$ cat src/rtl/tlul_host_arb_pkg.sv
// Arbiter-specific shared types.
package tlul_host_arb_pkg;

  typedef enum logic {
    ArbIdle   = 1'b0,
    ArbLocked = 1'b1
  } arb_state_e;

endpackage

$ cat src/rtl/tlul_pkg.sv
// TL-UL channel structs shared by every TL-UL block in the slice.
package tlul_pkg;

  localparam int TL_AIW = 8;
  localparam int TL_AW  = 32;
  localparam int TL_DW  = 32;
  localparam int TL_DBW = TL_DW / 8;
  localparam int TL_SZW = 2;
  localparam int TL_DIW = 1;

  typedef struct packed {
    logic              a_valid;
    logic [2:0]        a_opcode;
    logic [2:0]        a_param;
    logic [TL_SZW-1:0] a_size;
    logic [TL_AIW-1:0] a_source;
    logic [TL_AW-1:0]  a_address;
    logic [TL_DBW-1:0] a_mask;
    logic [TL_DW-1:0]  a_data;
    logic              d_ready;
  } tl_h2d_t;

  typedef struct packed {
    logic              d_valid;
    logic [2:0]        d_opcode;
    logic [2:0]        d_param;
    logic [TL_SZW-1:0] d_size;
    logic [TL_AIW-1:0] d_source;
    logic [TL_DIW-1:0] d_sink;
    logic [TL_DW-1:0]  d_data;
    logic              d_error;
    logic              a_ready;
  } tl_d2h_t;

endpackage

$ cat src/rtl/tlul_host_arb_if.sv
// Bundles the M host ports, the shared device port and the arbiter status outputs.
interface tlul_host_arb_if #(
  parameter int M = 2
);
  import tlul_pkg::*;

  tl_h2d_t        tl_h_i [M];
  tl_d2h_t        tl_h_o [M];
  tl_h2d_t        tl_d_o;
  tl_d2h_t        tl_d_i;
  logic [M-1:0]   grant_o;
  logic           route_err_o;

  modport slave (
    input  tl_h_i, tl_d_i,
    output tl_h_o, tl_d_o, grant_o, route_err_o
  );

  modport master (
    output tl_h_i, tl_d_i,
    input  tl_h_o, tl_d_o, grant_o, route_err_o
  );

endinterface

$ cat src/rtl/tlul_host_arb_rr_pick.sv
// Combinational round-robin picker: first set bit of eligible_i at or after ptr_i, wrapping.
module tlul_rr_pick #(
  parameter  int N    = 2,
  localparam int IdxW = (N > 1) ? $clog2(N) : 1
) (
  input  logic [N-1:0]    eligible_i,
  input  logic [IdxW-1:0] ptr_i,
  output logic            valid_o,
  output logic [IdxW-1:0] idx_o
);

  logic [IdxW-1:0] cand;

  // Scanning from the farthest candidate back lets the closest one win last.
  always_comb begin
    valid_o = 1'b0;
    idx_o   = '0;
    cand    = '0;
    for (int k = N - 1; k >= 0; k--) begin
      cand = IdxW'((int'(ptr_i) + k) % N);
      if (eligible_i[cand]) begin
        valid_o = 1'b1;
        idx_o   = cand;
      end
    end
  end

endmodule

$ cat src/rtl/tlul_host_arb.sv
// Round-robin M:1 TL-UL host arbiter with grant locking, outstanding limits
// and source-ID tagging for routing D responses back to the issuing host.
module tlul_host_arb
  import tlul_pkg::*;
  import tlul_host_arb_pkg::*;
#(
  parameter int M              = 2,
  parameter int MaxOutstanding = 2
) (
  input  logic           clk_i,
  input  logic           rst_i,
  tlul_host_arb_if.slave bus
);

  localparam int IdW  = $clog2(M);
  localparam int OutW = $clog2(MaxOutstanding + 1);

  arb_state_e      state_q, state_d;
  logic [IdW-1:0]  rr_ptr_q, rr_ptr_d;
  logic [IdW-1:0]  lock_idx_q, lock_idx_d;
  logic [OutW-1:0] cnt_q [M];
  logic [OutW-1:0] cnt_d [M];

  logic [M-1:0]    eligible;
  logic            pick_valid;
  logic [IdW-1:0]  pick_idx;
  logic            sel_valid;
  logic [IdW-1:0]  sel_idx;
  logic            a_hs;
  logic [M-1:0]    a_inc;
  logic [M-1:0]    d_hs;
  logic [IdW-1:0]  d_idx;
  logic            d_idx_ok;

  function automatic logic [IdW-1:0] next_idx(input logic [IdW-1:0] i);
    return (int'(i) == M - 1) ? '0 : i + 1'b1;
  endfunction

  always_comb begin
    for (int i = 0; i < M; i++) begin
      eligible[i] = bus.tl_h_i[i].a_valid && (cnt_q[i] < OutW'(MaxOutstanding));
    end
  end

  tlul_rr_pick #(
    .N (M)
  ) u_pick (
    .eligible_i (eligible),
    .ptr_i      (rr_ptr_q),
    .valid_o    (pick_valid),
    .idx_o      (pick_idx)
  );

  // A locked grant ignores eligibility: the host must hold a_valid until accepted.
  always_comb begin
    sel_valid = 1'b0;
    sel_idx   = '0;
    if (!rst_i) begin
      if (state_q == ArbLocked) begin
        sel_valid = 1'b1;
        sel_idx   = lock_idx_q;
      end else begin
        sel_valid = pick_valid;
        sel_idx   = pick_idx;
      end
    end
  end

  always_comb begin
    bus.tl_d_o      = '0;
    bus.grant_o     = '0;
    bus.route_err_o = 1'b0;
    for (int i = 0; i < M; i++) begin
      bus.tl_h_o[i] = '0;
    end
    a_hs     = 1'b0;
    a_inc    = '0;
    d_hs     = '0;
    d_idx    = bus.tl_d_i.d_source[IdW-1:0];
    d_idx_ok = (int'(d_idx) < M);

    if (sel_valid) begin
      bus.grant_o[sel_idx]  = 1'b1;
      bus.tl_d_o            = bus.tl_h_i[sel_idx];
      bus.tl_d_o.a_source   = (bus.tl_h_i[sel_idx].a_source << IdW) | TL_AIW'(sel_idx);
      bus.tl_d_o.d_ready    = 1'b0;
      a_hs                  = bus.tl_h_i[sel_idx].a_valid && bus.tl_d_i.a_ready;
      a_inc[sel_idx]        = a_hs;
    end

    // Responses carrying an index with no host behind it are drained and flagged.
    if (!rst_i) begin
      if (d_idx_ok) begin
        bus.tl_d_o.d_ready         = bus.tl_h_i[d_idx].d_ready;
        bus.tl_h_o[d_idx]          = bus.tl_d_i;
        bus.tl_h_o[d_idx].d_source = bus.tl_d_i.d_source >> IdW;
        bus.tl_h_o[d_idx].a_ready  = 1'b0;
        d_hs[d_idx]                = bus.tl_d_i.d_valid && bus.tl_h_i[d_idx].d_ready;
      end else begin
        bus.tl_d_o.d_ready = 1'b1;
        bus.route_err_o    = bus.tl_d_i.d_valid;
      end
    end

    if (sel_valid) begin
      bus.tl_h_o[sel_idx].a_ready = bus.tl_d_i.a_ready;
    end
  end

  always_comb begin
    state_d    = state_q;
    rr_ptr_d   = rr_ptr_q;
    lock_idx_d = lock_idx_q;
    case (state_q)
      ArbIdle: begin
        if (pick_valid) begin
          if (a_hs) begin
            rr_ptr_d = next_idx(pick_idx);
          end else begin
            state_d    = ArbLocked;
            lock_idx_d = pick_idx;
          end
        end
      end
      ArbLocked: begin
        if (a_hs) begin
          state_d  = ArbIdle;
          rr_ptr_d = next_idx(lock_idx_q);
        end
      end
      default: state_d = ArbIdle;
    endcase
  end

  always_comb begin
    for (int i = 0; i < M; i++) begin
      cnt_d[i] = cnt_q[i];
      if (a_inc[i] && !d_hs[i]) begin
        cnt_d[i] = cnt_q[i] + 1'b1;
      end else if (!a_inc[i] && d_hs[i]) begin
        cnt_d[i] = cnt_q[i] - 1'b1;
      end
    end
  end

  always_ff @(posedge clk_i or posedge rst_i) begin
    if (rst_i) begin
      state_q    <= ArbIdle;
      rr_ptr_q   <= '0;
      lock_idx_q <= '0;
      for (int i = 0; i < M; i++) begin
        cnt_q[i] <= '0;
      end
    end else begin
      state_q    <= state_d;
      rr_ptr_q   <= rr_ptr_d;
      lock_idx_q <= lock_idx_d;
      cnt_q      <= cnt_d;
    end
  end

endmodule
$ cat src/flat_wrapper.sv
// flat-port wrapper written by rule: the top's interface ports become plain ports
module tlul_host_arb_flat import tlul_pkg::*; import tlul_host_arb_pkg::*;
#(
  parameter int M              = 2,
  parameter int MaxOutstanding = 2
)
  (clk_i, rst_i, bus_tl_h_i, bus_tl_d_i, bus_tl_h_o, bus_tl_d_o, bus_grant_o, bus_route_err_o);
  tlul_host_arb_if #(.M(M)) bus_i ();
  input  logic clk_i;
  input  logic rst_i;
  input wire logic [$bits(bus_i.tl_h_i)-1:0] bus_tl_h_i;
  input wire logic [$bits(bus_i.tl_d_i)-1:0] bus_tl_d_i;
  output wire logic [$bits(bus_i.tl_h_o)-1:0] bus_tl_h_o;
  output wire logic [$bits(bus_i.tl_d_o)-1:0] bus_tl_d_o;
  output wire logic [$bits(bus_i.grant_o)-1:0] bus_grant_o;
  output wire logic [$bits(bus_i.route_err_o)-1:0] bus_route_err_o;
  assign bus_i.tl_h_i = {>>{bus_tl_h_i}};
  assign bus_i.tl_d_i = bus_tl_d_i;
  assign bus_tl_h_o = {>>{bus_i.tl_h_o}};
  assign bus_tl_d_o = bus_i.tl_d_o;
  assign bus_grant_o = bus_i.grant_o;
  assign bus_route_err_o = bus_i.route_err_o;
  tlul_host_arb #(.M(M), .MaxOutstanding(MaxOutstanding)) u_core (.clk_i(clk_i), .rst_i(rst_i), .bus(bus_i));
endmodule
$ cat config.mk
export PLATFORM = sky130hd
export DESIGN_NAME = tlul_host_arb_flat
export DESIGN_NICKNAME = d
export VERILOG_FILES = /design/src/rtl/tlul_host_arb_pkg.sv /design/src/rtl/tlul_pkg.sv /design/src/rtl/tlul_host_arb_if.sv /design/src/rtl/tlul_host_arb_rr_pick.sv /design/src/rtl/tlul_host_arb.sv /design/src/flat_wrapper.sv
export SDC_FILE = /design/constraint.sdc
export NUM_CORES = 1
export LEC_CHECK = 0
export ABC_AREA = 1
export BUFFER_PORTS_ARGS = -buffer_cell sky130_fd_sc_hd__buf_2
export CAP_MARGIN = 20
export CORE_AREA = 5 5 158 160
export CTS_BUF_LIST = sky130_fd_sc_hd__clkbuf_2 sky130_fd_sc_hd__clkbuf_4 sky130_fd_sc_hd__clkbuf_8
export DETAILED_ROUTE_END_ITERATION = 16
export DIE_AREA = 0 0 163 165
export SYNTH_ARGS = -nofsm -noshare
export SYNTH_HDL_FRONTEND = slang
export SYNTH_SLANG_ARGS = --single-unit
export TNS_END_PERCENT = 30
$ cat constraint.sdc
create_clock -name clk_i -period 4 [get_ports clk_i]
set_clock_uncertainty 0.05 [all_clocks]
set_input_delay 0.2 -clock clk_i [delete_from_list [all_inputs] [get_ports clk_i]]
set_output_delay 0.2 -clock clk_i [all_outputs]
set_load 0.03 [all_outputs]
==> flow_summary.json, run 1 <==
{
  "status": "completed",
  "syn_inst": 333,
  "drv_cap": 0,
  "ant_nets": 0,
  "core_area_sq_mm": 0.02326,
  "start_util": 0.08665,
  "fin_tns_setup_ns": 0,
  "cts_buffers": 3,
  "grt_overflow": 0,
  "syn_avg_cell_area_sq_um": 6.053,
  "slew_headroom": 0.4668,
  "tightest_slew_ns": 0.7979,
  "crit_chain": "dlygate4sd3_1 > buf_2 > inv_2 > nand2_1 > nor2_4 > buf_4 > a22o_1 > buf_2",
  "post-dp-hpwl_um": 16660,
  "wl_met2_um": 9159,
  "portBuffers": 413,
  "routed.top_layer": "met5",
  "cpPeakStageDelay_ns": 0.62,
  "viasPerCell": 3.669,
  "path_common_cell": "buf_2",
  "clk_latency_ns": 0.22,
  "grt_max_degree": 69,
  "slew_violations": 0,
  "synth_flop_cell": "dfrtp_1",
  "fmax_mhz": 320.3,
  "die_h_um": 165,
  "die-area_sq_mm": 0.02690,
  "arrival_ns": 2.87,
  "ys_seq_area_frac": 0.08690,
  "pin_count": 419,
  "crit_fanout": 68,
  "met1Wirelength_um": 6668,
  "p_per_area_mw_per_mm2": 468.8,
  "final_common_cell": "buf_2",
  "tritoncts": "yes",
  "cts_max_path_buffers": 2,
  "first_pass_iters": 4,
  "worst-setup-path-type": "in2out",
  "path_buf_inv": 5,
  "critical-path-top-delay-family": "buffers and inverters",
  "drive_above_1_share": 0.5931,
  "remaining_drc_errors": 0,
  "n_antenna_cell": 0,
  "area_growth_pct": 115.2,
  "clk_pin_slew_ns": 0.04,
  "vias": 3830,
  "layout_common_cells": "buf_2, nor2_1, a22o_1",
  "setup_viol": 0,
  "cts_root_buf": "clkbuf_8",
  "post_cts_resized": 0,
  "grt_use_total": 0.1181,
  "place.gp.congestion": 0.8118,
  "fp.dieW_um": 163,
  "hp-class": "in2reg",
  "yosysWarnings": 0,
  "drt-total-wl_um": 17970,
  "fin_crit_sh": 0.7804,
  "post_drt_wl_per_cell_um": 17.21,
  "drt_iter0_drc": 125,
  "finalNetCount": 954,
  "ir_drop_v": 0.0001683,
  "num_rows": 56,
  "cpMaxStageDelayCell": "buf_4",
  "antenna_found_initial": 2,
  "startpoint_type": "input port",
  "yosysUniqueCellTypes": 25,
  "cts.sinks": 7,
  "post-cts-setup-buffer-count": 0,
  "grt_pass1_wl_um": 23740,
  "ys_seq_elements": 7,
  "rsz0062_at_grt": "false",
  "hold_viol_final": 0,
  "synth_edf_count": 0,
  "p_total_w": 0.002033,
  "ys_async_sr_fraction": 1.000,
  "period_needed_ns": 3.122,
  "mappedNetlistArea_sq_mm": 0.002016,
  "route.met3.wl_um": 1935,
  "crit_required_ns": 3.75,
  "p_leak_nw": 2.921,
  "htree_levels": 1,
  "grt_pass1_vias": 3745,
  "cp-end-kind": "primary output"
}
## worst min-delay path, delay by kind of cell
kind / cells / cell delay [ns]
simple gates: 3 / 0.20
buf+inv: 2 / 0.15
## synth_stat cells (2+ instances only)
cell / number / area [sq um]
nor2_1: 103 / 386.6
xnor2_1: 2 / 17.52
a21oi_1: 5 / 25.02
nand3_1: 5 / 25.02
inv_1: 60 / 225.2
inv_2: 5 / 18.77
xor2_1: 2 / 17.52
clkbuf_1: 9 / 33.78
ha_1: 2 / 25.02
dfrtp_1: 7 / 175.2
buf_2: 4 / 20.02
nand2_1: 15 / 56.30
nor2_2: 2 / 12.51
o21ai_0: 3 / 15.01
buf_4: 4 / 30.03
buf_6: 14 / 157.7
a22o_1: 83 / 727.0
## timing repair
item	CTS	global route
hold endpoints to repair	7	0
endpoints found under the setup margin	0	0
hold buffers	1	0
## layer usage
metal	vias up	track usage
met1	1676	0.1332
li1	1873	-
met3	14	0.02995
met5	-	0
met2	265	0.2262
met4	2	0.01982
## cells by family (layout without fill, tap and decap cells)
logic type	after synthesis	count (layout)	synth area share
simple gates	130	130	0.2551
buf+inv	97	487	0.2427
compound gates	92	92	0.3836
flops	7	7	0.08690
xor+xnor	4	4	0.01738
fa+ha+maj	2	2	0.01241
other cells	1	3	0.001860
## stage by stage
step | std cells | utilization | hold WS (ns) | worst slack (ns) | instance area [sq um]
after CTS | 1044 | 0.1865 | 0.3146 | 0.7791 | 4338
after global placement | 1039 | 0.1840 | 0.1240 | 1.426 | 4279
after detailed placement | 1039 | 0.1840 | 0.1228 | 1.388 | 4279
after global routing | 1044 | 0.1865 | 0.3635 | 0.6202 | 4338
final | 1044 | 0.1865 | 0.3217 | 0.8784 | 4338
after floorplan | 335 | - | -0.06254 | 2.010 | 2023
## power by group
part           switching [W]  internal, W
clock              0.0000290    0.0000755
sequential         0.0000211     0.000106
combinational        0.00124     0.000558
## cell type report
cell class | instances | area (sq um)
fillers | 2714 | 18920
repair buffers | 418 | 2107
multi-input cells | 231 | 1364
well taps | 319 | 399.1
inverters | 65 | 244.0
flip-flops and latches | 7 | 175.2
clock buffers | 4 | 48.80
## path summary, 6_finish.rpt
check	cells after the start	slack (ns)	from	end
worst max-delay path	8	0.88	rst_i	bus_tl_d_o[42]
worst min-delay path	5	0.32	bus_tl_h_i[171]	u_core.state_q
worst max register to register	11	1.77	u_core.cnt_q[1]	u_core.cnt_q[1]
worst min register to register	1	0.41	u_core.cnt_q[0]	u_core.cnt_q[0]
max in group asynchronous	3	3.23	rst_i	u_core.rr_ptr_q
min in group asynchronous	3	0.47	rst_i	u_core.cnt_q[0]
## flip-flops by register name, summed over array words and instances, names as in the netlist
name,cells
u_core.state_q,1
u_core.rr_ptr_q,1
u_core.lock_idx_q,1
u_core.cnt_q,4
Note: power is estimated with default switching activity, not from simulation.
==> inputs of run 2 (changes only) <==
--- a/config.mk
+++ b/config.mk
@@ -8,10 +8,10 @@
 export ABC_AREA = 1
 export BUFFER_PORTS_ARGS = -buffer_cell sky130_fd_sc_hd__buf_2
 export CAP_MARGIN = 20
-export CORE_AREA = 5 5 158 160
+export CORE_AREA = 5 5 161 163
 export CTS_BUF_LIST = sky130_fd_sc_hd__clkbuf_2 sky130_fd_sc_hd__clkbuf_4 sky130_fd_sc_hd__clkbuf_8
 export DETAILED_ROUTE_END_ITERATION = 16
-export DIE_AREA = 0 0 163 165
+export DIE_AREA = 0 0 166 168
 export SYNTH_ARGS = -nofsm -noshare
 export SYNTH_HDL_FRONTEND = slang
 export SYNTH_SLANG_ARGS = --single-unit
==> constraint.sdc (replaced) <==
create_clock -name clk_i -period 2.6 [get_ports clk_i]
set_clock_uncertainty 0.05 [all_clocks]
set_input_delay 0.13 -clock clk_i [delete_from_list [all_inputs] [get_ports clk_i]]
set_output_delay 0.13 -clock clk_i [all_outputs]
set_load 0.03 [all_outputs]
==> run 2 against run 1 <==
Net effect:
- cell count up 0.57%
- sequential power up 54%
- critical path depth up 3
- total power up 56%
- critical path type is now in2reg
- highest routed layer is now met4
==> flow_summary.json, run 2 (same netlist as run 1, synthesis figures left out) <==
{
  "status": "completed",
  "pre_cts_slack_ns": 0.3474,
  "clk_latency_ns": 0.22,
  "post-cts-setup-buffer-count": 0,
  "die_h_um": 168,
  "crit_required_ns": 2.65,
  "grt_overflow": 0,
  "hold-worst-slack_ns": 0.2687,
  "fp.dieW_um": 166,
  "remaining_drc_errors": 0,
  "top_register": "u_core.cnt_q",
  "finalNetCount": 955,
  "arrival_ns": 2.29,
  "stdcell_area_sq_mm": 0.004392,
  "post_cts_resized": 0,
  "cts.sinks": 7,
  "core_area_sq_mm": 0.02418,
  "grt_pass1_vias": 3950,
  "p_leak_nw": 2.936,
  "drive_above_1_share": 0.5937,
  "num-fill-cells": 2776,
  "die-area_sq_mm": 0.02789,
  "place.gp.congestion": 0.9357,
  "hold_buffers": 1,
  "final_common_cell": "buf_2",
  "slew_violations": 0,
  "tritoncts": "yes",
  "ant_nets": 0,
  "grt_max_degree": 86,
  "placed_area_sq_mm": 0.004333,
  "fin_tns_setup_ns": 0,
  "vias": 3919,
  "startpoint_type": "input port",
  "ir_drop_v": 0.0003046,
  "first_pass_iters": 5,
  "cts_buffers": 3,
  "fin_ws_ns": 0.3552,
  "layout_common_cells": "buf_2, nor2_1, a22o_1",
  "worst-setup-path-type": "in2reg",
  "rsz0062_at_grt": "false",
  "drt-total-wl_um": 17940,
  "fin_crit_sh": 0.8634,
  "start_util": 0.08337,
  "hold_viol_final": 0,
  "post-dp-hpwl_um": 16420,
  "pin_count": 419,
  "cts_max_path_buffers": 2,
  "antenna_found_initial": 1,
  "crit_fanout": 7,
  "p_per_area_mw_per_mm2": 724.2,
  "largest_register_ffs": 4,
  "cp-end-kind": "flip-flop",
  "post_drt_wl_per_cell_um": 17.09,
  "drt_iter0_drc": 112,
  "cts_root_buf": "clkbuf_8",
  "area_growth_pct": 117.9,
  "portBuffers": 413,
  "n_antenna_cell": 0,
  "period_needed_ns": 2.245,
  "hp-class": "in2reg",
  "fmax_mhz": 445.5,
  "r2r_setup_slack_ns": 0.36,
  "num_rows": 57,
  "htree_levels": 1,
  "grt_pass1_wl_um": 25210,
  "viasPerCell": 3.732,
  "drv_cap": 0,
  "setup_viol": 0,
  "grt_use_total": 0.1162,
  "clk_pin_slew_ns": 0.04
}
==> run 2: changes by cell type in the layout (fill, tap and decap cells not counted), sizes merged <==
cell	change
buf	+1
==> run 2: through the flow <==
stage / cells / power, W / util
after floorplan: 335 / 0.002221 / -
after global placement: 1045 / 0.003023 / 0.1792
after detailed placement: 1045 / 0.003044 / 0.1792
after CTS: 1050 / 0.003216 / 0.1816
after global routing: 1050 / 0.003380 / 0.1816
final: 1050 / 0.003181 / 0.1816
==> run 2: metal layers <==
metal / up-vias / wire length [um] / GRT usage / part of all wire
met5: - / 0 / 0 / 0
li1: 1871 / - / - / -
met4: 0 / 162 / 0.01614 / 0.0090
met2: 279 / 8934 / 0.2145 / 0.50
met3: 8 / 1535 / 0.02603 / 0.086
met1: 1761 / 7308 / 0.1412 / 0.41
==> run 2: worst paths after layout <==
check,startpoint,end,cells past startpoint
min in group asynchronous,rst_i,u_core.state_q,4
max reg2reg,u_core.cnt_q[1],u_core.cnt_q[1],11
min reg2reg,u_core.cnt_q[2],u_core.cnt_q[2],1
max in group asynchronous,rst_i,u_core.rr_ptr_q,4
max,rst_i,u_core.cnt_q[1],11
min,bus_tl_h_i[171],u_core.state_q,5
==> run 2: worst max-delay path: stages <==
cell,delay [ns]
dlygate4sd3_1,0.53
buf_2,0.16
inv_2,0.06
nand2_1,0.11
a31oi_1,0.19
nand3_1,0.22
a21oi_1,0.24
ha_1,0.28
a21oi_1,0.11
o21ai_0,0.11
xor2_1,0.15
==> run 2: layout make-up <==
| cell class | instances | area (sq um) | area share |
|---|---|---|---|
| clock buffers | 4 | 48.80 | 0.01111 |
| multi-input cells | 231 | 1364 | 0.3105 |
| repair buffers | 419 | 2155 | 0.4906 |
| flip-flops and latches | 7 | 175.2 | 0.03989 |
| inverters | 65 | 244.0 | 0.05556 |
| well taps | 324 | 405.4 | 0.09231 |
==> run 2: report_power, final <==
part / internal, W / switching (W) / total, W
clock network: 0.000116 / 0.0000463 / 0.000163
registers: 0.000164 / 0.0000331 / 0.000197
logic: 0.000898 / 0.00192 / 0.00282
